--- src/rtl/fp_operand_dispatcher.sv ---
// rtl/fp_operand_dispatcher.sv - operand FIFO feeding an exception checker through an IDLE/ISSUE/GAP handshake
// Captures the qualified exception code per operand, or 3'b111 when the checker never acknowledges.
module fp_operand_dispatcher #(
  parameter int DEPTH   = 4,
  parameter int TIMEOUT = 16
) (
  input  logic        CLK,
  input  logic        RSTN,
  input  logic [31:0] in_data,
  input  logic        in_valid,
  output logic        in_ready,
  output logic [31:0] Data,
  output logic        Data_valid,
  input  logic [2:0]  Exc,
  input  logic        ACK,
  output logic [31:0] res_data,
  output logic [2:0]  res_exc,
  output logic        res_valid,
  input  logic        res_ready,
  output logic [7:0]  timeout_cnt
);

  localparam int PW = (DEPTH > 1) ? $clog2(DEPTH) : 1;
  localparam int CW = PW + 1;
  localparam int WW = $clog2(TIMEOUT + 1);
  localparam logic [CW-1:0] FULL      = CW'(DEPTH);
  localparam logic [WW-1:0] WAIT_LAST = WW'(TIMEOUT - 1);

  localparam logic [1:0] S_IDLE  = 2'd0;
  localparam logic [1:0] S_ISSUE = 2'd1;
  localparam logic [1:0] S_GAP   = 2'd2;

  logic [31:0]   mem [DEPTH];
  logic [PW-1:0] wr_ptr;
  logic [PW-1:0] rd_ptr;
  logic [CW-1:0] count;
  logic [1:0]    state;
  logic [WW-1:0] wait_cnt;
  logic          push;
  logic          pop;
  logic          ack_hit;
  logic          to_hit;
  logic          capture;

  assign in_ready   = (count < FULL);
  assign push       = in_valid && in_ready;
  assign pop        = (state == S_IDLE) && (count != '0) && (!res_valid || res_ready);
  assign ack_hit    = (state == S_ISSUE) && ACK;
  assign to_hit     = (state == S_ISSUE) && !ACK && (wait_cnt == WAIT_LAST);
  assign capture    = ack_hit || to_hit;
  // Decoded straight from state so an asynchronous reset drops it without waiting for an edge.
  assign Data_valid = (state == S_ISSUE);

  always_ff @(posedge CLK) begin
    if (push) begin
      mem[wr_ptr] <= in_data;
    end
  end

  always_ff @(posedge CLK or negedge RSTN) begin
    if (!RSTN) begin
      wr_ptr <= '0;
      rd_ptr <= '0;
      count  <= '0;
    end else begin
      if (push) begin
        wr_ptr <= wr_ptr + 1'b1;
      end
      if (pop) begin
        rd_ptr <= rd_ptr + 1'b1;
      end
      case ({push, pop})
        2'b10:   count <= count + 1'b1;
        2'b01:   count <= count - 1'b1;
        default: count <= count;
      endcase
    end
  end

  always_ff @(posedge CLK or negedge RSTN) begin
    if (!RSTN) begin
      state       <= S_IDLE;
      Data        <= '0;
      wait_cnt    <= '0;
      res_data    <= '0;
      res_exc     <= '0;
      res_valid   <= 1'b0;
      timeout_cnt <= '0;
    end else begin
      case (state)
        S_IDLE: begin
          if (pop) begin
            state    <= S_ISSUE;
            Data     <= mem[rd_ptr];
            wait_cnt <= '0;
          end
        end
        S_ISSUE: begin
          if (capture) begin
            state <= S_GAP;
          end else begin
            wait_cnt <= wait_cnt + 1'b1;
          end
        end
        S_GAP:   state <= S_IDLE;
        default: state <= S_IDLE;
      endcase

      // Exc is only meaningful for an all-ones exponent; anything else is a stale code.
      if (capture) begin
        res_data  <= Data;
        res_valid <= 1'b1;
        if (to_hit) begin
          res_exc <= 3'b111;
        end else if (Data[30:23] == 8'hFF) begin
          res_exc <= Exc;
        end else begin
          res_exc <= 3'b000;
        end
      end else if (res_valid && res_ready) begin
        res_valid <= 1'b0;
      end

      if (to_hit && (timeout_cnt != 8'hFF)) begin
        timeout_cnt <= timeout_cnt + 1'b1;
      end
    end
  end

endmodule

--- config.mk ---
export PLATFORM = sky130hd
export DESIGN_NAME = fp_operand_dispatcher
export DESIGN_NICKNAME = d
export VERILOG_FILES = /design/src/rtl/fp_operand_dispatcher.sv
export SDC_FILE = /design/constraint.sdc
export NUM_CORES = 1
export LEC_CHECK = 0
export CORE_MARGIN = 10
export CORE_UTILIZATION = 45
export CTS_CLUSTER_SIZE = 16
export DETAILED_ROUTE_END_ITERATION = 10
export PLACE_DENSITY = 0.72
export SLEW_MARGIN = 20
export SYNTH_ARGS = -nofsm -noshare
export SYNTH_HDL_FRONTEND = slang
export SYNTH_SLANG_ARGS = --single-unit
--- constraint.sdc ---
create_clock -name CLK -period 6.5 [get_ports CLK]
set_clock_uncertainty 0.05 [all_clocks]
set_input_delay 1.3 -clock CLK [delete_from_list [all_inputs] [get_ports CLK]]
set_output_delay 1.3 -clock CLK [all_outputs]
set_load 0.05 [all_outputs]
==> results.md, run 1 <==
- WHS Endpoint: res_data[11]$_DFFE_PN0P_
- IO Port Bufs: between 100 and 150
- Clk root buf: clkbuf_16
- Area occupied by registers: roughly 0.0061 mm2
- Final-report setup violation count: 0
- Die Span Y: around 160 um
- FF-to-FF End: res_data[16]$_DFFE_PN0P_
- Sequential element share of the synthesized area: 0.734
- WHS Path Cells: 1
- Area of the multi-input gates: around 0.0021 mm2
- Internal power: ~0.0035 W
- R2R Setup Slk: ~3.6 ns
- Mapped cell area: slightly above 0.008 mm2
- Vias: around 4300
- # IOs: approximately 120
- GRT Total Usage: 0.135
- First-pass GRT wire length: roughly 26 mm
- Clock power share: 0.210
- Most frequent cells in the layout: edfxtp_1 (128), clkdlybuf4s50_1 (116), dfrtp_1 (88)
- Std-Cell Rows: a little under 50
- Leakage: roughly 3.8 nW
- Die ar.: 0.0243 mm2
- Pwr Density: around 540 mW/mm2
- CP Data Arrival Time: slightly below 4 ns
- Synth Register Bits: ~220
- Num CTS Buffers: 22
- Die width: about 160 um
- Share of post-route cells with drive strength above 1: 0.249
- Syn Inst Count: approximately 430
- Area of the core: 0.0181 mm2
- Hold Path Class: reg -> reg
- Number of vias per cell: 5.38
- Peak supply drop: approximately 280 uV
- Fmax: around 280 MHz
- Initial antenna violation count: 0
- Post CTS Setup Buffer Count: 0
- Psw: approximately 0.0021 W
- Worst slew pin tran: roughly 0.97 ns
- Routability cong.: 0.762
- Hold buffers post-CTS: 0
- CTS max path bufs: 3
- DRC violations left: 0
- Initial drt markers: approximately 190
- Final hold vios: 0
- Top Family by Delay on Critical Path: buffers and inverters
- Final TNS setup: 0 ns
- Initial core utilization: 0.459
- Switching Fraction: 0.378
- Top FF cell, synth: edfxtp_1
- Total grt overflow: 0
- Post_cts resized: 0
- Hold_sp: res_data[11]$_DFFE_PN0P_
- WP buf/inv: 3
- Clock latency on the worst-skew pair: 0.50 ns
- Yosys warning total: 0
- Ys async rst share: 0.413
- Status: complete, no violations
- Worst path slowest cell: inv_2
- CTS sink count: roughly 220
- CTS tree: built
- # Max-Cap Violations: 0
- Period Utilization, post-route: 0.544
- First-pass DRT Iterations: 4
- Clock-pin transition on the worst setup and hold timing paths: approximately 0.060 ns
- H-tree depth: 1
- N_diodes: 0
- Vias in the first global route: roughly 4700
- Crit. End Element: register
- Yosys cell types: 35
- Dpl hpwl: between 10 and 15 mm
- Min Hold Slack: about 0.45 ns
- Syn_area_per_cell: approximately 19 um2
- Total Wirelength: around 16 mm
- Worst Setup Path Type: in -> reg
- Cell Chain, Critical Path: clkdlybuf4s50_1, nand2b_1, nand3_1, inv_2, ha_1, inv_1, fa_1, xor2_1, nor2_1, xnor2_1
- Crit path required time: 6.87 ns
- Power share of the combinational group: 0.412
- Reg power frac: 0.379
- Reg2reg path depth: 6
- Max-Slew Margin vs Limit: 0.352
- Crit-path max FO: 37
- Syn nets: just under 500
- Tmin final: around 3.5 ns
- Reg2Reg Launch Point: wait_cnt[0]$_DFFE_PN0P_
- Antenna viol nets, final: 0
- Largest net degree at the start of global routing: 57
- Pins Over Slew Limit: 0
- Nets: around 600
- Max incr delay on CP: 0.68 ns
- RSZ-0062 raised after global routing: no
- Number of synthesized flops with an enable pin: 128
- Startpoint types: input port
- WL per Instance: approximately 20 um
- Fill count: between 1000 and 1500
- Most common cell after layout, fill and taps aside: edfxtp_1
- Layout area overhead: 25.0%
-- flip-flops by register name (all words and copies together) (netlist names) --
signal	flops
mem	128
Data	32
res_data	32
timeout_cnt	8
wait_cnt	5
count	3
res_exc	3
rd_ptr	2
state	2
wr_ptr	2
res_valid	1
-- cells in the mapped netlist (2+ instances only) --
| library cell | number | area share |
|---|---|---|
| edfxtp_1 | 128 | 0.46 |
| dfrtp_1 | 90 | 0.27 |
| mux2_2 | 69 | 0.094 |
| mux4_2 | 32 | 0.087 |
| inv_1 | 14 | 0.0063 |
| buf_2 | 12 | 0.0072 |
| nand2_1 | 11 | 0.0050 |
| ha_1 | 8 | 0.012 |
| nand4_1 | 7 | 0.0053 |
| xnor2_1 | 6 | 0.0063 |
| a21oi_1 | 5 | 0.0030 |
| clkbuf_1 | 5 | 0.0023 |
| o21ai_0 | 5 | 0.0030 |
| and2_1 | 4 | 0.0030 |
| nand3_1 | 4 | 0.0024 |
| nor2_1 | 4 | 0.0018 |
| and3_1 | 3 | 0.0023 |
| nor3_1 | 3 | 0.0018 |
| o22a_1 | 3 | 0.0032 |
| or3_1 | 3 | 0.0023 |
| nor4b_1 | 2 | 0.0021 |
| o2111a_1 | 2 | 0.0027 |
-- worst max path at each step --
stage	depth (start not counted)	to	slack, ns	start
after floorplan	10	count[2]$_DFFE_PN0P_	3.47	res_ready
after global placement	10	count[2]$_DFFE_PN0P_	2.56	res_ready
after detailed placement	10	count[2]$_DFFE_PN0P_	2.45	res_ready
after CTS	10	count[2]$_DFFE_PN0P_	2.96	res_ready
after global routing	10	count[2]$_DFFE_PN0P_	2.78	res_ready
final	10	count[2]$_DFFE_PN0P_	2.96	res_ready
-- stage by stage --
step                      setup WS [ns]  total power (W)  std cells  area, um2  utilization
after floorplan                    3.47          0.00370        433       8310            -
after global placement             2.56          0.00441        764       9710        0.537
after detailed placement           2.45          0.00447        764       9710        0.537
after CTS                          2.96          0.00566        804      10400        0.574
after global routing               2.78          0.00585        804      10400        0.574
final                              2.96          0.00558        804      10400        0.574
-- cells by family (layout without fill, tap and decap cells) --
family | after synthesis | after routing | synth area share
DFF | 218 | 218 | 0.734
muxes | 102 | 102 | 0.182
and+or+nand+nor | 46 | 46 | 0.0310
buffers and inverters | 32 | 174 | 0.0163
AOI/OAI and AO/OA | 19 | 19 | 0.0155
adders and majority gates | 9 | 9 | 0.0145
xor gates and xnor gates | 7 | 7 | 0.00738
-- worst reg2reg max path, delay by kind of cell, from the launching register on --
kind	cells	cell delay [ns]
adders and majority gates	2	0.44
muxes	1	0.41
DFF	1	0.41
and+or+nand+nor	1	0.15
AOI/OAI and AO/OA	1	0.76
buffers and inverters	1	0.52
-- metal layers --
metal / up-vias / part of all wire / GRT usage
li1: 1924 / - / -
met4: 0 / 0.020 / 0.0405
met5: - / 0 / 0
met1: 2240 / 0.38 / 0.157
met3: 30 / 0.071 / 0.0347
met2: 130 / 0.52 / 0.242
-- power groups by stage --
stage	sequential [W]	combinational [W]	clock (W)
2_1_floorplan	0.00280	0.000901	0
3_3_place_gp	0.00212	0.00228	0
3_5_place_dp	0.00215	0.00233	0
4_1_cts	0.00212	0.00234	0.00120
5_1_grt	0.00216	0.00243	0.00126
6_report	0.00211	0.00230	0.00117
-- area by class of cell --
type                            count  area share
Clock buffer                       28      0.0552
Inverter                           15     0.00542
Multi-Input combinational cell    183       0.201
Clock inverter                     12     0.00952
Timing Repair Buffer              119       0.114
Tap cell                          229      0.0276
Sequential cell                   218       0.587
No activity file was read; power rests on OpenSTA's default activity.
==> inputs of run 2 (changes only) <==
--- a/config.mk
+++ b/config.mk
@@ -9,7 +9,7 @@
 export CORE_UTILIZATION = 45
 export CTS_CLUSTER_SIZE = 16
 export DETAILED_ROUTE_END_ITERATION = 10
-export PLACE_DENSITY = 0.72
+export PLACE_DENSITY = 0.74
 export SLEW_MARGIN = 20
 export SYNTH_ARGS = -nofsm -noshare
 export SYNTH_HDL_FRONTEND = slang
==> constraint.sdc (replaced) <==
create_clock -name CLK -period 3.2 [get_ports CLK]
set_clock_uncertainty 0.05 [all_clocks]
set_input_delay 0.64 -clock CLK [delete_from_list [all_inputs] [get_ports CLK]]
set_output_delay 0.64 -clock CLK [all_outputs]
set_load 0.05 [all_outputs]
==> results.md, run 2 (synthesis results as in run 1) <==
- Status: complete, no violations
- Clock power share: 0.208
- Crit. End Element: output port
- WL per Instance: between 20 and 25 um
- Worst Setup Path Type: reg -> out
- Final TNS setup: 0 ns
- Crit-path max FO: 5
- Pins Over Slew Limit: 0
- Worst path slowest cell: clkdlybuf4s50_1
- Area of the core: roughly 0.018 mm2
- IO Port Bufs: 117
- Antenna viol nets, final: 0
- Cell Chain, Critical Path: and2b_1, clkdlybuf4s50_1
- Post CTS Setup Buffer Count: 0
- Num CTS Buffers: 23
- Die width: approximately 160 um
- Power share of the combinational group: 0.411
- Routability cong.: between 0.7 and 0.8
- Tmin final: 2.70 ns
- Share of post-route cells with drive strength above 1: 0.257
- Max incr delay on CP: around 0.83 ns
- H-tree depth: 1
- Number of vias per cell: roughly 5.3
- Dpl hpwl: 11.0 mm
- Biggest register: mem
- CTS tree: built
- Std-Cell Rows: 49
- CTS max path bufs: 3
- Min Hold Slack: between 0.15 and 0.2 ns
- # Max-Cap Violations: 0
- Switching Fraction: 0.377
- Final hold vios: 0
- # IOs: ~120
- DRC violations left: 0
- Post_cts resized: 0
- Max FFs per register: 128
- GRT Total Usage: 0.141
- First-pass GRT wire length: ~27 mm
- Initial drt markers: roughly 240
- Vias in the first global route: approximately 4900
- Worst slew pin tran: roughly 0.87 ns
- Most common cell after layout, fill and taps aside: edfxtp_1
- First-pass DRT Iterations: 4
- Hold buffers post-CTS: 0
- FF-to-FF End: wait_cnt[3]$_DFFE_PN0P_
- Most frequent cells in the layout: edfxtp_1 (128), clkdlybuf4s50_1 (116), dfrtp_1 (88)
- Nets: 616
- CTS sink count: 218
- Clock latency on the worst-skew pair: roughly 0.5 ns
- RSZ-0062 raised after global routing: no
- Initial core utilization: 0.459
- Period Utilization, post-route: 0.843
- Vias: approximately 4300
- Hold Path Class: in -> async
- Peak supply drop: about 640 uV
- Reg power frac: 0.380
- Total Wirelength: ~17 mm
- Final-report setup violation count: 0
- Clock-pin transition on the worst setup and hold timing paths: ~0.06 ns
- Max-Slew Margin vs Limit: 0.417
- Fmax: 371 MHz
- Reg2reg path depth: 6
- Psw: about 0.0043 W
- Largest net degree at the start of global routing: 56
- N_diodes: 0
- Leakage: 3.86 nW
- Pwr Density: 1090 mW/mm2
- Fill count: around 1300
- Crit path required time: approximately 2.5 ns
- Internal power: 0.00712 W
- Die ar.: around 0.024 mm2
- Top flop regs: mem x128, Data x32, res_data x32
- Clk root buf: clkbuf_16
- Total grt overflow: 0
- Die Span Y: 156 um
- Startpoint types: register
- Initial antenna violation count: 0
- Layout area overhead: 26.4%
- CP Data Arrival Time: about 2 ns
- R2R Setup Slk: around 0.94 ns
- Reg2Reg Launch Point: wait_cnt[0]$_DFFE_PN0P_
## run 2: cell count changes in the layout (fill, tap and decap cells not counted), sizes merged
cell,change
clkinvlp,-2
bufinv,-1
clkbuf,+5
buf,+7
clkinv,-1
## run 2: worst max-delay path by stage
stage,slack [ns],start,cells after the start,to
2_1_floorplan,0.83,res_ready,10,count[2]$_DFFE_PN0P_
3_3_place_gp,0.63,res_ready,10,count[2]$_DFFE_PN0P_
3_5_place_dp,0.56,in_valid,9,count[2]$_DFFE_PN0P_
4_1_cts,0.47,state[1]$_DFFE_PN0P_,2,Data_valid
5_1_grt,0.40,state[1]$_DFFE_PN0P_,2,Data_valid
6_report,0.50,state[1]$_DFFE_PN0P_,2,Data_valid
## run 2: power groups by stage
stage	clock network (W)	registers [W]	logic, W
3_5_place_dp	0	0.00441	0.00477
4_1_cts	0.00244	0.00437	0.00478
5_1_grt	0.00257	0.00446	0.00496
3_3_place_gp	0	0.00436	0.00467
2_1_floorplan	0	0.00568	0.00183
6_report	0.00238	0.00434	0.00470
## run 2: routing by layer
layer  wire [um]  share of wire  vias to the layer above  GRT usage
met5           0              0                        -          0
met4         354          0.021                        0     0.0468
met3         979          0.058                       24     0.0345
met2        8630           0.51                      104      0.241
met1        6930           0.41                     2270      0.172
li1            -              -                     1932          -
## run 2: stage by stage
| stage | power (W) | std cells | setup slack (ns) | utilization | instance area (um2) |
|---|---|---|---|---|---|
| floorplan | 0.00751 | 433 | 0.827 | - | 8310 |
| global placement | 0.00903 | 771 | 0.632 | 0.543 | 9830 |
| detailed placement | 0.00918 | 771 | 0.565 | 0.543 | 9830 |
| CTS | 0.0116 | 812 | 0.465 | 0.581 | 10500 |
| global route | 0.0120 | 812 | 0.398 | 0.581 | 10500 |
| finish | 0.0114 | 812 | 0.503 | 0.581 | 10500 |
## run 2: cell type report
type	instances	area, um2	share of cell area
clock buffers	33	633	0.0603
multi-input cells	183	2090	0.199
flip-flops and latches	218	6100	0.581
repair buffers	126	1300	0.124
inverters	15	56.3	0.00536
clock inverters	8	38.8	0.00369
well taps	229	287	0.0273
## run 2: worst max-delay path, delay by kind of cell (launching register included)
family / cells / cell delay (ns)
buffers and inverters: 1 / 0.83
flip-flops: 1 / 0.40
AND/OR/NAND/NOR: 1 / 0.28
==> inputs of run 3 (changes only) <==
==> constraint.sdc (replaced) <==
create_clock -name CLK -period 2.4 [get_ports CLK]
set_clock_uncertainty 0.05 [all_clocks]
set_input_delay 0.48 -clock CLK [delete_from_list [all_inputs] [get_ports CLK]]
set_output_delay 0.48 -clock CLK [all_outputs]
set_load 0.05 [all_outputs]
==> results.md, run 3 (synthesis results as in run 1) <==
- Status: complete, no violations
- Top Family by Delay on Critical Path: buffers and inverters
- First-pass GRT wire length: approximately 27 mm
- FF-to-FF End: wait_cnt[3]$_DFFE_PN0P_
- Most common cell after layout, fill and taps aside: edfxtp_1
- WL per Instance: approximately 21 um
- Die width: ~160 um
- Cell Chain, Critical Path: inv_1, clkdlybuf4s50_1
- Hold Path Class: in -> async
- Peak supply drop: ~780 uV
- CP Data Arrival Time: about 1.8 ns
- First-pass DRT Iterations: 4
- Antenna viol nets, final: 0
- Total Wirelength: approximately 17 mm
- Dpl hpwl: between 10 and 15 mm
- Routability cong.: around 0.75
- Period Utilization, post-route: 0.971
- Clock-pin transition on the worst setup and hold timing paths: 0.06 ns
- Crit-path max FO: 3
- Initial drt markers: about 220
- Pwr Density: 1450 mW/mm2
- Die Span Y: ~160 um
- IO Port Bufs: around 120
- Worst path slowest cell: clkdlybuf4s50_1
- Vias: about 4300
- Top flop regs: mem x128, Data x32, res_data x32
- Area of the core: about 0.018 mm2
- Tmin final: roughly 2.3 ns
- Final-report setup violation count: 0
- Reg2reg path depth: 6
- WP buf/inv: 2
- H-tree depth: 1
- Post CTS Setup Buffer Count: 0
- Crit. End Element: output port
- Startpoint types: register
- # Max-Cap Violations: 0
- Max FFs per register: around 130
- GRT Total Usage: 0.141
- Total grt overflow: 0
- Worst Setup Path Type: reg -> out
- Fmax: approximately 430 MHz
- Nets: between 600 and 700
- Vias in the first global route: between 4000 and 5000
- CTS sink count: ~220
- Reg2Reg Launch Point: wait_cnt[0]$_DFFE_PN0P_
- # IOs: roughly 120
- Initial core utilization: 0.459
- CTS max path bufs: 3
- DRC violations left: 0
- Final instance area: approximately 0.011 mm2
- Min Hold Slack: 0.392 ns
- R2R Setup Slk: about 0.18 ns
- Largest net degree at the start of global routing: 42
- Layout area overhead: 28.3%
- Pins Over Slew Limit: 0
- RSZ-0062 raised after global routing: no
- Crit path required time: 1.87 ns
- Clock latency on the worst-skew pair: 0.50 ns
- Die ar.: between 0.02 and 0.025 mm2
- DP Area: 0.00994 mm2
- Max incr delay on CP: 0.82 ns
- Most frequent cells in the layout: edfxtp_1 (128), clkdlybuf4s50_1 (114), dfrtp_1 (88)
- Std-Cell Rows: 49
- Number of vias per cell: 5.27
- Max-Slew Margin vs Limit: 0.637
- Leakage: between 3 and 4 nW
- Clk root buf: clkbuf_16
- Final hold vios: 0
- Final TNS setup: 0 ns
- CTS tree: built
- Biggest register: mem
- Fill count: ~1300
- Num CTS Buffers: 23
- Worst slew pin tran: ~0.54 ns
- Initial antenna violation count: 1
- Share of post-route cells with drive strength above 1: 0.273
[run 3: worst register-to-register path: cells and delay by family, from the launching register on]
family | cells | cell delay [ns]
fa+ha+maj | 2 | 0.46
flops | 1 | 0.40
compound gates | 1 | 0.15
simple gates | 3 | 1.08
[run 3: power by group]
part | internal [W] | switching [W]
sequential | 0.00502 | 0.000644
combinational | 0.00273 | 0.00379
clock | 0.00196 | 0.00135
[run 3: routing by layer]
metal	GRT usage	vias up	wire [um]
li1	-	1966	-
met1	0.165	2245	6860
met2	0.251	103	9150
met3	0.0320	28	878
met4	0.0436	0	295
met5	0	-	0
[run 3: timing repair]
action	CTS	global route
resized for setup	0	2
setup endpoints to repair	0	2
hold endpoints to repair	23	0
hold buffers	1	0
[run 3: worst max path at each step]
stage	endpoint	cells past startpoint	start	slack, ns
6_report	in_ready	2	count[2]$_DFFE_PN0P_	0.07
5_1_grt	in_ready	2	count[2]$_DFFE_PN0P_	0.003
4_1_cts	timeout_cnt[2]	1	timeout_cnt[2]$_DFFE_PN0P_	0.03
3_5_place_dp	count[2]$_DFFE_PN0P_	10	res_ready	0.03
3_3_place_gp	count[2]$_DFFE_PN0P_	10	res_ready	0.04
2_1_floorplan	count[2]$_DFFE_PN0P_	10	res_valid$_DFFE_PN0P_	0.05
[run 3: final cells by class]
cell class	count	area, um2	share of cell area
Timing Repair Buffer	137	1420	0.133
Sequential cell	218	6100	0.572
Inverter	15	56.3	0.00528
Multi-Input combinational cell	183	2090	0.196
Clock inverter	15	115	0.0108
Antenna cell	1	2.50	0.000235
Tap cell	229	287	0.0269
Clock buffer	26	587	0.0551
[run 3: stage by stage]
step	worst slack, ns	power (W)	std cells	util
final	0.0696	0.0155	824	0.589
after global routing	0.00278	0.0162	824	0.589
after detailed placement	0.0303	0.0124	781	0.549
after CTS	0.0315	0.0157	823	0.589
after floorplan	0.0533	0.0100	433	-
after global placement	0.0433	0.0122	781	0.549
